`src/rtl/io_tile_config_chain.sv`:
```
// Config chain for one IO tile: LANES-wide serial shadow register, committed into an active register.
// Latency: shift 1 cycle into shadow; config_out replays input after DEPTH shifts; commit lands 1 cycle after pulse.
// Backpressure: none; commits are refused (sticky config_error) until a full DEPTH-shift load has been seen.
module io_tile_config_chain #(
    parameter int CONFIG_WIDTH = 24,
    parameter int LANES        = 1
) (
    input  logic                    config_clock,
    input  logic                    config_reset,
    input  logic [LANES-1:0]        config_in,
    output logic [LANES-1:0]        config_out,
    input  logic                    config_enable,
    input  logic                    config_commit,
    output logic [CONFIG_WIDTH-1:0] config_data,
    output logic                    config_valid,
    output logic                    config_error
);

    localparam int DEPTH = CONFIG_WIDTH / LANES;
    localparam int CW    = $clog2(DEPTH + 1);
    localparam logic [CW-1:0] DEPTH_C = CW'(DEPTH);
    localparam logic [CW-1:0] ONE_C   = CW'(1);

    // The lanes must tile the config word exactly, otherwise a full load is ill-defined.
    generate
        if ((CONFIG_WIDTH % LANES) != 0) begin : g_bad_lanes
            $error("io_tile_config_chain: CONFIG_WIDTH must be a multiple of LANES");
        end
    endgenerate

    typedef enum logic [1:0] {
        IDLE    = 2'd0,
        LOADING = 2'd1,
        ARMED   = 2'd2
    } state_t;

    logic [CONFIG_WIDTH-1:0] shadow_q, shadow_d;
    logic [CONFIG_WIDTH-1:0] data_q,   data_d;
    logic [CW-1:0]           count_q,  count_d;
    logic                    valid_q,  valid_d;
    logic                    error_q,  error_d;
    state_t                  state_q,  state_d;
    logic                    commit_ok;

    // Next-state: shift, saturating load counter, commit gating, and state derived from the new count.
    always_comb begin
        shadow_d  = shadow_q;
        data_d    = data_q;
        count_d   = count_q;
        valid_d   = valid_q;
        error_d   = error_q;
        commit_ok = config_commit && (state_q == ARMED);

        if (config_enable) begin
            // Concatenate then truncate so LANES == CONFIG_WIDTH needs no special case.
            shadow_d = CONFIG_WIDTH'({shadow_q, config_in});
            if (count_q != DEPTH_C) begin
                count_d = count_q + ONE_C;
            end
        end

        if (config_commit) begin
            if (commit_ok) begin
                // Commit takes the shadow as it stood before any shift on this same edge.
                data_d  = shadow_q;
                valid_d = 1'b1;
                count_d = config_enable ? ONE_C : '0;
            end else begin
                error_d = 1'b1;
            end
        end

        if (count_d == '0) begin
            state_d = IDLE;
        end else if (count_d == DEPTH_C) begin
            state_d = ARMED;
        end else begin
            state_d = LOADING;
        end
    end

    // All chain state updates on one edge; reset discards any partial load immediately.
    always_ff @(posedge config_clock or posedge config_reset) begin
        if (config_reset) begin
            shadow_q <= '0;
            data_q   <= '0;
            count_q  <= '0;
            valid_q  <= 1'b0;
            error_q  <= 1'b0;
            state_q  <= IDLE;
        end else begin
            shadow_q <= shadow_d;
            data_q   <= data_d;
            count_q  <= count_d;
            valid_q  <= valid_d;
            error_q  <= error_d;
            state_q  <= state_d;
        end
    end

    assign config_out   = shadow_q[CONFIG_WIDTH-1 -: LANES];
    assign config_data  = data_q;
    assign config_valid = valid_q;
    assign config_error = error_q;

endmodule

```
`config.mk`:
```
export PLATFORM = sky130hd
export DESIGN_NAME = io_tile_config_chain
export DESIGN_NICKNAME = d
export VERILOG_FILES = /design/src/rtl/io_tile_config_chain.sv
export SDC_FILE = /design/constraint.sdc
export NUM_CORES = 1
export LEC_CHECK = 0
export ABC_AREA = 1
export ABC_CLOCK_PERIOD_IN_PS = 2160
export CAP_MARGIN = 25
export CORE_ASPECT_RATIO = 1.1
export CORE_MARGIN = 5
export CORE_UTILIZATION = 45
export DETAILED_ROUTE_END_ITERATION = 16
export GPL_TIMING_DRIVEN = 0
export PLACE_DENSITY = 0.68
export SETUP_SLACK_MARGIN = 0.02
export SLEW_MARGIN = 20
export SYNTH_ARGS = -nofsm -noshare
export SYNTH_HDL_FRONTEND = slang
export SYNTH_SLANG_ARGS = --single-unit
```
`constraint.sdc`:
```
create_clock -name config_clock -period 2.16 [get_ports config_clock]
set_input_delay 0.54 -clock config_clock [delete_from_list [all_inputs] [get_ports config_clock]]
set_output_delay 0.54 -clock config_clock [all_outputs]
set_load 0.05 [all_outputs]
```
* Word level (Yosys, flattened, before mapping)
Index checks and enable logic that the tools add are counted.
** Storage, ports and cells
- Logic and storage cells :: 22
- Bits in latches :: 0
- Bits in registers :: 57
- Output and inout port bits :: 27
- Memories kept :: 0
- Memory bits (writable) :: 0
- ROM bits :: 0
- Input bits :: 5
** Cells by class
- Divide/modulo/power cells :: 0
- $mul :: 0
- Muxes and demuxes :: 7
- Reduce and logical (&&, ||, !) cells :: 4
- $lt $le $gt $ge :: 0
- Shift-type cells :: 0
- Add/subtract/negate cells :: 1
- Bitwise operators :: 1
- Equality and inequality tests :: 3
** Operator list (count)
- $mux 5 :: 4
- $add 5x1->5 const B :: 1
- $eq 5x5->1 const B :: 1
- $logic_not 5->1 :: 1
- $ne 5x5->1 const B :: 1
- $mux 2 :: 2
- $reduce_and 2->1 :: 2
- $eq 2x2->1 const B :: 1
- $logic_and 1x1->1 :: 1
- $mux 1 :: 1
- $not 1->1 :: 1

* Logic depth before layout (Yosys ltp)
Gate-level depths: netlist of the first run.
- Word-level depth :: 8
- Depth in mapped cells :: 11
- Mapped depth without buffers :: 11

* Least setup slack after synthesis of the first run
Ideal clock, no wire load.
- Path type :: register -> register
- Start :: register count_q[0]
- End :: register state_q[1]
- Path slack :: 852 ps
- Period minus slack after synthesis :: 1308 ps
- Arrival time :: 1189 ps
- Required time :: 2041 ps
- Buffers on the path :: 0
- Library setup time :: 119 ps
- Stages on the path, launching flop included :: 12
- Cell sequence :: dfrtp_1 inv_1 ha_1 nand2_1 inv_1 nand2_1 nand2_2 nand2_1 nand2_2 nor2_2 nor2_2 and2_1
** On the way
- Cells in the longest elaborated chain, start to end :: 8
- Elaborated cells between the ends (all ways) :: 10
- Classes of those cells :: add/sub: 1; eq/ne: 2; mux: 6; reduce/logical: 1
** RTL lines
- start, declared :: RTL line 39 : logic [CW-1:0] count_q, count_d;
- start signal, assigned :: RTL line 94 : count_q <= count_d;
- $add 5x1->5 or $ne 5x5->1 (tied branches) :: RTL line 58, 57
- $mux 5 * :: RTL line 57 : if (count_q != DEPTH_C) begin
- $mux 5 * :: RTL line 54 : if (config_enable) begin
- $mux 5 :: RTL line 63 : if (commit_ok) begin
- $mux 5 * :: RTL line 62 : if (config_commit) begin
- named net count_d[1] :: RTL line 39
- $eq 5x5->1 :: RTL line 75 : end else if (count_d == DEPTH_C) begin
- $mux 2 :: RTL line 75
- $mux 2 * :: RTL line 73 : if (count_d == '0) begin
- named net state_d[1] :: RTL line 42 : state_t state_q, state_d;
- end signal, assigned :: RTL line 97 : state_q <= state_d;
- end, declared :: RTL line 42
The timed path passes the listed nets; every way through them passes the cells marked *.
A chain may end at the register's enable or synchronous reset.

* Worst setup path in the final report of the first run
- Start :: register data_q[13], in the netlist config_data[13]
- End :: output port config_data[13]
** RTL lines
- start, declared :: RTL line 38 : logic [CONFIG_WIDTH-1:0] data_q, data_d;
- start signal, assigned :: RTL line 93 : data_q <= data_d;
- end, declared :: RTL line 14 : output logic [CONFIG_WIDTH-1:0] config_data,
No word-level cell between the ends.

==> results of run 1 <==
## Yosys cell counts
cell,number,area share
o21ai_0,44,0.096
dfrtp_1,57,0.62
clkbuf_1,4,0.0066
buf_6,3,0.015
o21ai_1,6,0.013
nand2_2,2,0.0055
inv_2,2,0.0033
and2_1,1,0.0027
nand3_1,9,0.020
nor2_2,4,0.011
ha_1,2,0.011
nor2_1,5,0.0082
nand2_1,66,0.11
buf_4,1,0.0033
inv_1,36,0.059
o21bai_1,1,0.0033
nand4_1,1,0.0027
buf_2,4,0.0087
## kinds of logic (layout without fill, tap and decap cells)
logic type                 Yosys count  count (layout)
and+or+nand+nor                     88              88
buffers and inverters               50              96
DFF                                 57              57
AOI/OAI and AO/OA                   51              51
adders and majority gates            2               2
## power breakdown
part	switching (uW)	internal [uW]	total [uW]
Sequential	97.3	1210	1300
Clock	395	474	869
Combinational	332	172	504
Total	824	1850	2680
## per-layer routing
layer	wire [um]	track usage	vias to the layer above
li1	-	-	854
met2	1990	0.2293	27
met1	1916	0.1807	770
met4	32	0.05837	0
met5	0	0	-
met3	183	0.05096	4
## state kept, by name (all words and copies together) (netlist names)
name	cells
count_q	5
config_data	24
config_valid	1
config_error	1
shadow_q	24
state_q	2
## metrics by stage
step                      std cells  power (uW)
after floorplan                 248        1688
after global placement          336        1813
after detailed placement        336        1832
after CTS                       352        2705
after global routing            352        2861
final                           352        2675
## final cells by class
type,count,area (um^2)
fill,445,2127
timing repair buffer,30,300.3
clock inverter,3,15.01
tap,58,72.57
inverter,38,145.1
sequential,57,1426
multi-input combinational,141,644.4
clock buffer,13,158.9
buffer,12,76.32
## worst paths after layout
kind                       cells past startpoint  slack (ns)         endpoint
max                                            1        0.10  config_data[13]
min                                            2        0.46     config_valid
max reg2reg                                   11        0.74       state_q[1]
min reg2reg                                    2        0.46     config_valid
max in group asynchronous                      2        1.03     config_valid
min in group asynchronous                      2        0.69   config_data[4]
==> reports/qor.csv, run 1 <==
metric,value,unit
DRC Markers,0,
Post-Synth Simple-Gate Area,0.1579,
post-route ant nets,0,
Core Box Area,4966,um^2
global-route wire length before repair,7652,um
Setup CP Type,reg -> out,
root buffer cell,clkbuf_8,
Syn Area/Cell,9.233,um^2
clk sinks,57,
share of cells above drive strength 1,0.1054,
Power per Cell Area,942.3,nW/um^2
setup violators final,0,
post-route cell area,2839,um^2
mux cell area share after synthesis,0,
DR pass1 iterations,4,
Overall Global Routing Usage,0.1447,
hpwl dp,2855,um
Post-CTS Setup Bufs,0,
Post-Synth Adder-Cell Area,0.01093,
"most common cell after layout, fill and taps aside",nand2_1,
Synth Warn #,0,
# diodes,0,
min-delay src,config_valid,
Max Fclk,486.5,MHz
initial antenna violation count,0,
Overflow after GRT,0,
Final Util,0.5717,
vias in the first global route,1730,
hold-fix buffers at CTS,0,
post-synthesis sequential area ratio,0.6230,
Final nets,296,
most frequent cells in the layout,"66 x nand2_1, 57 x dfrtp_1, 44 x o21ai_0",
post-CTS sizing,0,
Crit path arrival time,1.52,ns
Worst-Skew Late Latency,0.32,ns
CP Cell Sequence,clkdlybuf4s50_1,
DR vias,1655,
Final Hold Viols,0,
Setup TNS,0,ns
synthesized cell area,2290,um^2
CTS max path bufs,2,
Area Growth Syn to Fin,23.99,%
Buf/Inv on CP,1,
Yosys cell types,18,
initial DRC count,111,
Post-DP Area,2665,um^2
Worst path top cell family by delay,buffers and inverters,
Die X,78.01,um
startpoint types,register,
H-tree depth,3,
synthesized flop and latch total,57,
Tmin final,2.056,ns
synthesized net count,255,
Worst IR Drop VDD,560.4,uV
leak pwr,0.001344,uW
Total Routed Length,4123,um
Initial Util,0.4611,
largest net degree at the start of global routing,58,
Buffers on Ports,30,
Synth Area in XOR/XNOR,0,
r2r startpoint,count_q[0],
WP data required,1.62,ns
Num CTS Buffers,9,
worst hold path type,reg -> reg,
Pins Over Slew Limit,0,
slowest CP cell,clkdlybuf4s50_1,
Worst setup EP type,primary output,
Max Cap Viol,0,
Tightest Pin Transition,0.6751,ns
Setup Skew,0.005997,ns
Worst-path clk slew,0.06,ns
Slew headroom,0.5500,
"slowest stage delay, CP",0.82,ns
post-DR wirelength/cell,11.71,um
worst hold slack,0.4630,ns
setup repair after global routing missed its margin,false,
die area,6616,um^2
pre-CTS setup slack,0.3019,ns
Ports,32,
vias per cell,4.702,
worst setup path startpoint,config_data[13],
crit-path max FO,2,
Tcrit/Tclk final,0.9516,
Final GP Congestion,0.8260,
largest family of logic cells by synthesized area,simple AND/OR/NAND/NOR gates,
final worst slack,0.1045,ns
die height,84.82,um
CTS tree,done,
Rows,27,
post-synthesis compound-gate area fraction,0.1126,
Gate Count Post-Synth,248,
status,finished clean,
Power figures use the tool's default switching activity.
==> run 2, diff against run 1 <==
--- a/config.mk
+++ b/config.mk
@@ -10,10 +10,10 @@
 export CAP_MARGIN = 25
 export CORE_ASPECT_RATIO = 1.1
 export CORE_MARGIN = 5
-export CORE_UTILIZATION = 45
+export CORE_UTILIZATION = 50
 export DETAILED_ROUTE_END_ITERATION = 16
 export GPL_TIMING_DRIVEN = 0
-export PLACE_DENSITY = 0.68
+export PLACE_DENSITY = 0.74
 export SETUP_SLACK_MARGIN = 0.02
 export SLEW_MARGIN = 20
 export SYNTH_ARGS = -nofsm -noshare
==> reports/qor.csv, run 2 (synthesis results as in run 1) <==
metric,value,unit
global-route wire length before repair,7341,um
setup repair after global routing missed its margin,false,
Ports,32,
WP data required,1.62,ns
vias per cell,4.888,
Final nets,296,
Area Growth Syn to Fin,24.43,%
root buffer cell,clkbuf_8,
most frequent cells in the layout,"66 x nand2_1, 57 x dfrtp_1, 44 x o21ai_0",
# diodes,0,
setup violators final,0,
status,finished clean,
H-tree depth,3,
post-DR wirelength/cell,12.00,um
Reg2Reg Setup Slack,0.75,ns
vias in the first global route,1684,
hpwl dp,2865,um
post-CTS sizing,0,
Post-CTS Setup Bufs,0,
Tmin final,2.056,ns
worst setup path startpoint,config_data[16],
CTS max path bufs,2,
Final Hold Viols,0,
Crit path arrival time,1.52,ns
share of cells above drive strength 1,0.1020,
overall power,2763,uW
Overflow after GRT,0,
Max Fclk,486.3,MHz
Final GP Congestion,0.8401,
initial DRC count,82,
CP Cell Sequence,clkdlybuf4s50_1,
r2r startpoint,count_q[0],
Combinational Power Share,0.183,
Rows,25,
clk sinks,57,
slowest CP cell,clkdlybuf4s50_1,
Overall Global Routing Usage,0.1661,
Die X,74.52,um
die height,80.98,um
Pins Over Slew Limit,0,
initial antenna violation count,0,
Setup CP Type,reg -> out,
Setup Skew,0.006954,ns
Worst IR Drop VDD,503.3,uV
Clk pwr share,0.347,
startpoint types,register,
CTS tree,done,
Buf/Inv on CP,1,
Sw Pwr,824.1,uW
internal power,1939,uW
Slew headroom,0.5539,
DRC Markers,0,
crit-path max FO,2,
Initial Util,0.5229,
dpl cells,332,
hold-fix buffers at CTS,0,
Num CTS Buffers,9,
worst hold path type,reg -> reg,
Core Box Area,4379,um^2
Crit. path cell count,1,
Tightest Pin Transition,0.6692,ns
Worst-path clk slew,0.06,ns
reg2reg end,state_q[1],
"slowest stage delay, CP",0.81,ns
Total Routed Length,4175,um
Worst Setup EP,config_data[16],
Buffers on Ports,30,
DR pass1 iterations,4,
Power per Cell Area,969.7,nW/um^2
r2r worst-path depth,11,
Net Sw Frac,0.2983,
DR vias,1701,
leak pwr,0.001348,uW
Worst path top cell family by delay,buffers and inverters,
Worst-Skew Late Latency,0.33,ns
largest net degree at the start of global routing,58,
Worst setup EP type,primary output,
Tcrit/Tclk final,0.9520,
final non-filler cell total,348,
"most common cell after layout, fill and taps aside",nand2_1,
die area,6034,um^2
Max Cap Viol,0,
layout filler cell count,378,
Flop pwr share,0.471,
post-route ant nets,0,
-- run 2: changes by cell type in the layout (fill, tap and decap cells not counted) --
| cell | change |
|---|---|
| clkinv_2 | -1 |
| clkbuf_1 | +1 |
| bufinv_16 | +1 |
| clkbuf_8 | -1 |
-- run 2: routing by layer --
metal	track usage	part of all wire
met2	0.2627	0.48
met3	0.06559	0.057
met1	0.1942	0.44
met4	0.08541	0.022
met5	0	0
-- run 2: worst min path at each step --
| stage | from | endpoint | slack (ns) | cells after the start |
|---|---|---|---|---|
| floorplan | shadow_q[9] | shadow_q[10] | 0.45 | 2 |
| global placement | config_valid | config_valid | 0.45 | 2 |
| detailed placement | config_valid | config_valid | 0.45 | 2 |
| CTS | config_valid | config_valid | 0.47 | 2 |
| global route | shadow_q[15] | shadow_q[16] | 0.51 | 2 |
| finish | config_valid | config_valid | 0.46 | 2 |
-- run 2: area by class of cell --
class | instances | area (um^2) | area share
repair buffers | 30 | 300.3 | 0.1054
clock inverters | 3 | 40.04 | 0.01405
well taps | 54 | 67.56 | 0.02372
plain buffers | 12 | 76.32 | 0.02679
multi-input cells | 141 | 644.4 | 0.2262
clock buffers | 13 | 148.9 | 0.05226
flip-flops and latches | 57 | 1426 | 0.5007
inverters | 38 | 145.1 | 0.05094
-- run 2: power by group through the flow --
stage | Sequential (uW) | Combinational (uW) | Clock [uW]
final | 1300 | 505 | 957
after global routing | 1320 | 579 | 1030
after global placement | 1310 | 496 | 0
after CTS | 1300 | 515 | 975
after detailed placement | 1320 | 510 | 0
after floorplan | 1380 | 308 | 0
-- run 2: metrics by stage --
| stage | utilization | area, um^2 | setup slack [ns] | TNS (ns) | hold slack (ns) |
|---|---|---|---|---|---|
| 2_1_floorplan | - | 2290 | 0.2204 | 0 | 0.4498 |
| 3_3_place_gp | 0.6069 | 2658 | -0.7506 | -42.67 | 0.4484 |
| 3_5_place_dp | 0.6074 | 2660 | 0.3121 | 0 | 0.4499 |
| 4_1_cts | 0.6506 | 2849 | 0.09292 | 0 | 0.4662 |
| 5_1_grt | 0.6506 | 2849 | 0.05710 | 0 | 0.5061 |
| 6_report | 0.6506 | 2849 | 0.1036 | 0 | 0.4629 |
